===== src/rtl/trdb_pkg.sv =====
// Shared types for the trace resync control path: request encoding toward
// the packet emitter and the state encoding of the resync control FSM.
package trdb_pkg;

    // Request kind presented to the packet emitter alongside the valid strobe.
    typedef enum logic [1:0] {
        REQ_NONE  = 2'd0,
        REQ_FLUSH = 2'd1,
        REQ_SYNC  = 2'd2
    } resync_req_e;

    // Resync control FSM states.
    typedef enum logic [2:0] {
        ST_IDLE       = 3'd0,
        ST_FLUSH_PEND = 3'd1,
        ST_SYNC_PEND  = 3'd2,
        ST_ISSUE      = 3'd3,
        ST_RST        = 3'd4
    } resync_state_e;

endpackage


===== src/rtl/trdb_resync_ctrl.sv =====
// Resync control stage sitting after the resync counter. Watches the
// counter's threshold flags, waits for a qualified instruction, then asks
// the packet emitter for either a branch-map flush or a full sync packet.
// A completed sync request pulses the counter reset for one cycle, and
// accepted requests are folded back into the counter's packet_emitted input.
module trdb_resync_ctrl
    import trdb_pkg::*;
#(
    parameter int unsigned TIMEOUT = 1024
) (
    input  logic       clk_i,
    input  logic       rst_ni,
    input  logic       trace_enabled_i,
    input  logic       qualified_i,
    input  logic       branch_map_empty_i,
    input  logic       gt_resync_max_i,
    input  logic       et_resync_max_i,
    input  logic       packet_emitted_i,
    input  logic       sync_req_ready_i,
    output logic       sync_req_valid_o,
    output logic [1:0] sync_req_type_o,
    output logic       resync_rst_o,
    output logic       packet_emitted_o,
    output logic       sync_stall_o
);

    localparam int unsigned WaitW = $clog2(TIMEOUT + 1);
    localparam logic [WaitW-1:0] TimeoutCnt = WaitW'(TIMEOUT);

    resync_state_e    state_q, state_d;
    resync_req_e      type_q, type_d;
    logic             valid_q, valid_d;
    logic             rst_q, rst_d;
    logic             stall_q, stall_d;
    logic [WaitW-1:0] wait_q, wait_d;

    // Next-state logic; every output except packet_emitted_o is computed here
    // one cycle ahead so that the ports come straight from flops.
    always_comb begin
        state_d = state_q;
        valid_d = valid_q;
        type_d  = type_q;
        rst_d   = 1'b0;
        wait_d  = '0;
        stall_d = 1'b0;

        case (state_q)
            ST_IDLE: begin
                if (trace_enabled_i && gt_resync_max_i) begin
                    state_d = ST_SYNC_PEND;
                end else if (trace_enabled_i && et_resync_max_i && !branch_map_empty_i) begin
                    state_d = ST_FLUSH_PEND;
                end
            end

            ST_FLUSH_PEND: begin
                if (!trace_enabled_i) begin
                    state_d = ST_IDLE;
                end else if (gt_resync_max_i) begin
                    state_d = ST_SYNC_PEND;
                end else if (qualified_i) begin
                    state_d = ST_ISSUE;
                    valid_d = 1'b1;
                    type_d  = REQ_FLUSH;
                end
            end

            ST_SYNC_PEND: begin
                if (!trace_enabled_i) begin
                    state_d = ST_IDLE;
                end else if (qualified_i) begin
                    state_d = ST_ISSUE;
                    valid_d = 1'b1;
                    type_d  = REQ_SYNC;
                end else begin
                    wait_d  = (wait_q == TimeoutCnt) ? wait_q : wait_q + WaitW'(1);
                    stall_d = (wait_q == TimeoutCnt);
                end
            end

            ST_ISSUE: begin
                if (sync_req_ready_i) begin
                    valid_d = 1'b0;
                    type_d  = REQ_NONE;
                    if (type_q == REQ_SYNC) begin
                        state_d = ST_RST;
                        rst_d   = 1'b1;
                    end else begin
                        state_d = ST_IDLE;
                    end
                end
            end

            ST_RST: begin
                state_d = ST_IDLE;
            end

            default: begin
                state_d = ST_IDLE;
                valid_d = 1'b0;
                type_d  = REQ_NONE;
            end
        endcase
    end

    // State and registered outputs; reset drops everything at once, even mid-handshake.
    always_ff @(posedge clk_i or negedge rst_ni) begin
        if (!rst_ni) begin
            state_q <= ST_IDLE;
            type_q  <= REQ_NONE;
            valid_q <= 1'b0;
            rst_q   <= 1'b0;
            stall_q <= 1'b0;
            wait_q  <= '0;
        end else begin
            state_q <= state_d;
            type_q  <= type_d;
            valid_q <= valid_d;
            rst_q   <= rst_d;
            stall_q <= stall_d;
            wait_q  <= wait_d;
        end
    end

    assign sync_req_valid_o = valid_q;
    assign sync_req_type_o  = type_q;
    assign resync_rst_o     = rst_q;
    assign sync_stall_o     = stall_q;
    assign packet_emitted_o = packet_emitted_i | (valid_q & sync_req_ready_i);

endmodule

===== config.mk =====
export PLATFORM = sky130hd
export DESIGN_NAME = trdb_resync_ctrl
export DESIGN_NICKNAME = d
export VERILOG_FILES = /design/src/rtl/trdb_pkg.sv /design/src/rtl/trdb_resync_ctrl.sv
export SDC_FILE = /design/constraint.sdc
export NUM_CORES = 1
export LEC_CHECK = 0
export CORE_ASPECT_RATIO = 1.25
export CORE_UTILIZATION = 44
export CTS_BUF_LIST = sky130_fd_sc_hd__clkbuf_2
export DETAILED_ROUTE_END_ITERATION = 12
export PLACE_DENSITY = 0.64
export SYNTH_ARGS = -nofsm -noshare
export SYNTH_HDL_FRONTEND = slang
export SYNTH_SLANG_ARGS = --single-unit

===== constraint.sdc =====
create_clock -name clk_i -period 3 [get_ports clk_i]
set_clock_uncertainty 0.2 [all_clocks]
set_input_delay 0.9 -clock clk_i [delete_from_list [all_inputs] [get_ports clk_i]]
set_output_delay 0.9 -clock clk_i [all_outputs]
set_load 0.01 [all_outputs]

==> out/metrics.cfg, run 1 <==
[synth]
syn_area_per_cell_um2=9.92
ys_seq_area_share_pct=44.4
ys_seq_elements=19
synth-main-ff-cell=dfrtp_1
synth_common_cells=19 x dfrtp_1, 14 x nor2_1, 10 x nand2_1
synthArstFlopShare_pct=100
synth_top_area_share_pct=44.4
synth_edf_count=0
synth_area_leaders=dfrtp_1 44%, nor2_1 4.9%, xor2_1 4.9%, nand2_1 3.5%, xnor2_1 3.3%
yosys.cell_count.top_type=dfrtp_1
synth_nets=119
yosys.area.top_type=dfrtp_1
netlist_area_mm2=0.00107
synthCells=108
synth_cell_types=35
yosysWarnings=0

[grt]
track_usage_pct=18.3
grt_max_degree=20
grt-ovfl-total=0
grt_pass1_vias=825
antenna_found_initial=0
grt_pass1_wl_um=3530

[floorplan]
die_y_um=57.2
ios=15
core-area_mm2=0.00226
dieWidth_um=46.1
start_util_pct=47.4
dieArea_mm2=0.00264
num_rows=19

[sta]
finalSetupTns_ns=0
slew_violations=0
max_freq_mhz=351
relSlewSlack_pct=72.7
fin_crit_ns=2.85
rsz0062_at_grt=false
setup_viol=0
final_hold_viol_count=0
fin_crit_sh_pct=94.8
worst_slew_pin_slew_ns=0.409

[clocking]
cts_hold_repair.buffers=0
clk_pin_slew_ns=0.18
cts_sinks=19
cts_root_buf=clkbuf_2
tritoncts=yes
htreeDepth=1
clock_path_buffers=2
post_cts_buffers=0
cts_resized=1
clock_latency_ns=0.30
numCtsBuffers=3

[worst_setup_path]
critPathMaxFanout=2
crit_family=buffers and inverters
critPathArrivalTime_ns=1.75
worstSetupPathType=in2out
cp-start-kind=input port
reg2reg_slack_ns=1.37
crit_path_max_incr_delay_ns=0.42
cp-end-kind=primary output
path_cells=clkdlybuf4s50_1 -> a21o_1 -> dlygate4sd2_1
required_ns=1.90
crit_slowest_cell=clkdlybuf4s50_1
cp_num_buf_inv=2

[power_and_ir_drop]
leakagePower_nw=0.516
clkPwrFrac_pct=18.0
internal-power_mw=0.407
sequentialPowerShare_pct=54.1
netSwitchingFraction_pct=31.8
powerDensity_mw_per_mm2=478
power_switching_mw=0.190
power_frac_comb_pct=27.9
peakVddDrop_mv=0.345

[drt]
drc=0
wire_per_inst_um=13.5
met2_wirelength_um=1090
drt-total-wl_um=2110
wl_met1_um=928
drtAntennaViolNets=0
viasPerCell=5.35
drt_iter0_markers=19
met3WireLength_um=68
vias=834
top_layer=met4
dr.pass1.iters=4

[min_path]
hp-class=reg2reg

[placement]
dp_cells=152
gp_congestion=0.733
dpl.hpwl_um=1520
io_buffers=14

[status]
status=completed

[finish]
finalNetCount=137
multi_input_area_um2=547
area_growth_pct=16.7
antenna_cells=0
fill_cells=222
instances_no_fill=156
regArea_um2=475
drive_gt1_share_pct=12.8

[flow_run]
cap_viol_max_count=0

-- path summary, 6_finish.rpt --
check,startpoint,end,cells past startpoint
worst max-delay path,sync_req_ready_i,packet_emitted_o,3
worst min-delay path,sync_req_type_o[0],state_q[2],1
max in group asynchronous,rst_ni,sync_req_valid_o,2
min in group asynchronous,rst_ni,sync_req_type_o[1],2
worst min register to register,sync_req_type_o[0],state_q[2],1
worst max register to register,state_q[1],sync_req_valid_o,4
-- power groups by stage --
stage	clock network (mW)	logic [mW]	registers (mW)
after floorplan	0	0.104	0.319
after global placement	0	0.167	0.325
after detailed placement	0	0.167	0.328
after CTS	0.117	0.169	0.324
after global routing	0.128	0.184	0.328
final	0.107	0.167	0.323
-- area by class of cell --
type,count,area share (%)
Sequential cell,19,38.0
Clock inverter,1,0.400
Multi-Input combinational cell,82,43.7
Timing Repair Buffer,16,12.3
Clock buffer,3,1.20
Inverter,4,1.20
Tap cell,31,3.10
-- registers in the layout, summed over array words and instances (netlist names) --
register	count
state_q	3
wait_q	11
resync_rst_o	1
sync_req_type_o	2
sync_req_valid_o	1
sync_stall_o	1
-- cells by family after synthesis --
family	share of synthesized area, %
adders and majority gates	2.34
muxes	1.87
DFF	44.4
and+or+nand+nor	27.3
buffers and inverters	4.56
AOI/OAI and AO/OA	11.3
xor gates and xnor gates	8.18
-- through the flow --
stage	utilization, %	power [mW]	hold slack, ns	cell area (um2)	setup WS (ns)
floorplan	-	0.423	0.279	1070	0.831
global placement	54.5	0.493	0.329	1230	-0.114
detailed placement	54.5	0.495	0.335	1230	-0.105
CTS	55.3	0.609	0.371	1250	0.148
global route	55.3	0.641	0.396	1250	0.102
finish	55.3	0.597	0.359	1250	0.155
-- routing by layer --
layer | vias to the layer above | track usage, %
met5 | - | 0
met4 | 0 | 7.56
met3 | 4 | 1.90
met2 | 20 | 32.6
met1 | 398 | 21.4
li1 | 412 | -
-- layout by cell type, fill, tap and decap left out, types with 4 or more instances in the layout --
master           netlist  final
xnor2_1                4      4
xor2_1                 6      6
dfrtp_1               19     19
nor3_1                 5      5
o21ai_0                4      4
a21oi_1                4      4
clkdlybuf4s50_1        0     13
inv_1                  4      4
nor2_1                14     14
nand2_1               10     10
(Power assumes the default switching activity.)
==> run 2, diff against run 1 <==
--- a/config.mk
+++ b/config.mk
@@ -11,3 +11,5 @@
 export DETAILED_ROUTE_END_ITERATION = 12
+export GPL_ROUTABILITY_DRIVEN = 0
 export PLACE_DENSITY = 0.64
+export RECOVER_POWER = 50
 export SYNTH_ARGS = -nofsm -noshare
--- a/constraint.sdc
+++ b/constraint.sdc
@@ -4,2 +4,2 @@
 set_output_delay 0.9 -clock clk_i [all_outputs]
-set_load 0.01 [all_outputs]
+set_load 0.02 [all_outputs]
==> out/metrics.cfg, run 2 (same netlist as run 1, synthesis figures left out) <==
[grt]
antenna_found_initial=0  ; unchanged
grt_max_degree=20  ; unchanged
grt-ovfl-total=0  ; unchanged
track_usage_pct=18.0  ; -0.33 points
grt_pass1_vias=830  ; +0.61%
grt_pass1_wl_um=3460  ; -2.2%

[clocking]
cts_sinks=19  ; unchanged
clock_latency_ns=0.29  ; about the same
numCtsBuffers=3  ; unchanged
cts_root_buf=clkbuf_2
tritoncts=yes
cts_hold_repair.buffers=0  ; unchanged
clock_path_buffers=2  ; unchanged
cts_resized=1  ; unchanged
clk_pin_slew_ns=0.17  ; about the same
post_cts_buffers=0  ; unchanged
htreeDepth=1  ; unchanged

[sta]
finalSetupTns_ns=0  ; unchanged
final_hold_viol_count=0  ; unchanged
fin_crit_ns=2.91  ; +0.0671 ns
slew_violations=0  ; unchanged
max_freq_mhz=343  ; -2.3%
rsz0062_at_grt=false
fin_hold_ws_ns=0.360  ; +0.000486 ns
worst_slew_pin_slew_ns=1.02  ; +0.613 ns
setup_viol=0  ; unchanged
fin_crit_sh_pct=97.1  ; +2.2 points
relSlewSlack_pct=31.9  ; -41 points

[placement]
dp_cells=152  ; unchanged
io_buffers=14  ; unchanged
dpl.hpwl_um=1520  ; +0.40%

[floorplan]
die_y_um=57.2  ; unchanged
dieWidth_um=46.1  ; unchanged
core-area_mm2=0.00226  ; unchanged
num_rows=19  ; unchanged
ios=15  ; unchanged
dieArea_mm2=0.00264  ; unchanged
start_util_pct=47.4  ; unchanged

[finish]
area_growth_pct=16.0
largest_reg_flops=11  ; unchanged
layout_common_cells=19 x dfrtp_1, 14 x nor2_1, 12 x clkdlybuf4s50_1
fin_util_pct=55.0  ; -0.33 points
instances_no_fill=156  ; unchanged
antenna_cells=0  ; unchanged
largest_register=wait_q
mostFrequentLayoutCell=dfrtp_1
drive_gt1_share_pct=11.2  ; -1.6 points
finalNetCount=137  ; unchanged

[power_and_ir_drop]
power_mw=0.612  ; +2.5%
leakagePower_nw=0.509  ; -1.4%
powerDensity_mw_per_mm2=493  ; +3.1%
peakVddDrop_mv=0.310  ; -10%

[worst_setup_path]
critPathMaxFanout=2  ; unchanged
cp-end-kind=primary output
critPathArrivalTime_ns=1.81  ; +0.06 ns
worstSetupPathType=in2out
required_ns=1.90  ; about the same
cp-start-kind=input port

[min_path]
hp-class=reg2reg

[status]
status=completed

[drt]
dr.pass1.iters=4  ; unchanged
wire_per_inst_um=13.1  ; -2.9%
drc=0  ; unchanged
drtAntennaViolNets=0  ; unchanged
vias=829  ; -0.60%
drt-total-wl_um=2050  ; -2.9%
drt_iter0_markers=16  ; -3
viasPerCell=5.31  ; -0.60%

[flow_run]
cap_viol_max_count=0  ; unchanged

## run 2: worst paths after layout
path,startpoint,end,slack [ns],cells past startpoint
setup / recovery,sync_req_ready_i,packet_emitted_o,0.09,3
hold / removal,sync_req_type_o[0],state_q[2],0.36,1
setup reg to reg,state_q[0],wait_q[2],1.39,4
hold reg to reg,sync_req_type_o[0],state_q[2],0.36,1
max in group asynchronous,rst_ni,sync_stall_o,0.93,2
min in group asynchronous,rst_ni,wait_q[6],1.07,2
## run 2: layer usage
metal / GRT usage [%] / part of all wire [%] / wire, um / vias to the layer above
met5: 0 / 0 / 0 / -
met4: 7.98 / 0.68 / 14 / 0
met3: 2.22 / 2.2 / 46 / 2
met2: 32.6 / 54 / 1110 / 15
met1: 19.9 / 43 / 874 / 401
li1: - / - / - / 411
## run 2: final cells by class
cell class	count	area (um2)
fill	213	1020
multi-input combinational	82	547
sequential	19	475
timing repair buffer	16	146
tap	31	38.8
clock buffer	3	15.0
inverter	4	15.0
clock inverter	1	5.00
## run 2: power by group
group	internal [mW]	switching, mW
combinational	0.0939	0.0898
sequential	0.282	0.0406
clock	0.0302	0.0758
total	0.406	0.206
## run 2: through the flow
stage,instance area [um2],setup slack (ns)
floorplan,1070,0.795
global placement,1230,-0.182
detailed placement,1230,-0.196
CTS,1250,0.0732
global route,1240,0.0300
finish,1240,0.0877
## run 2: critical path: stages
cell	delay [ns]
clkdlybuf4s50_1	0.48
a21o_1	0.11
dlygate4sd2_1	0.32
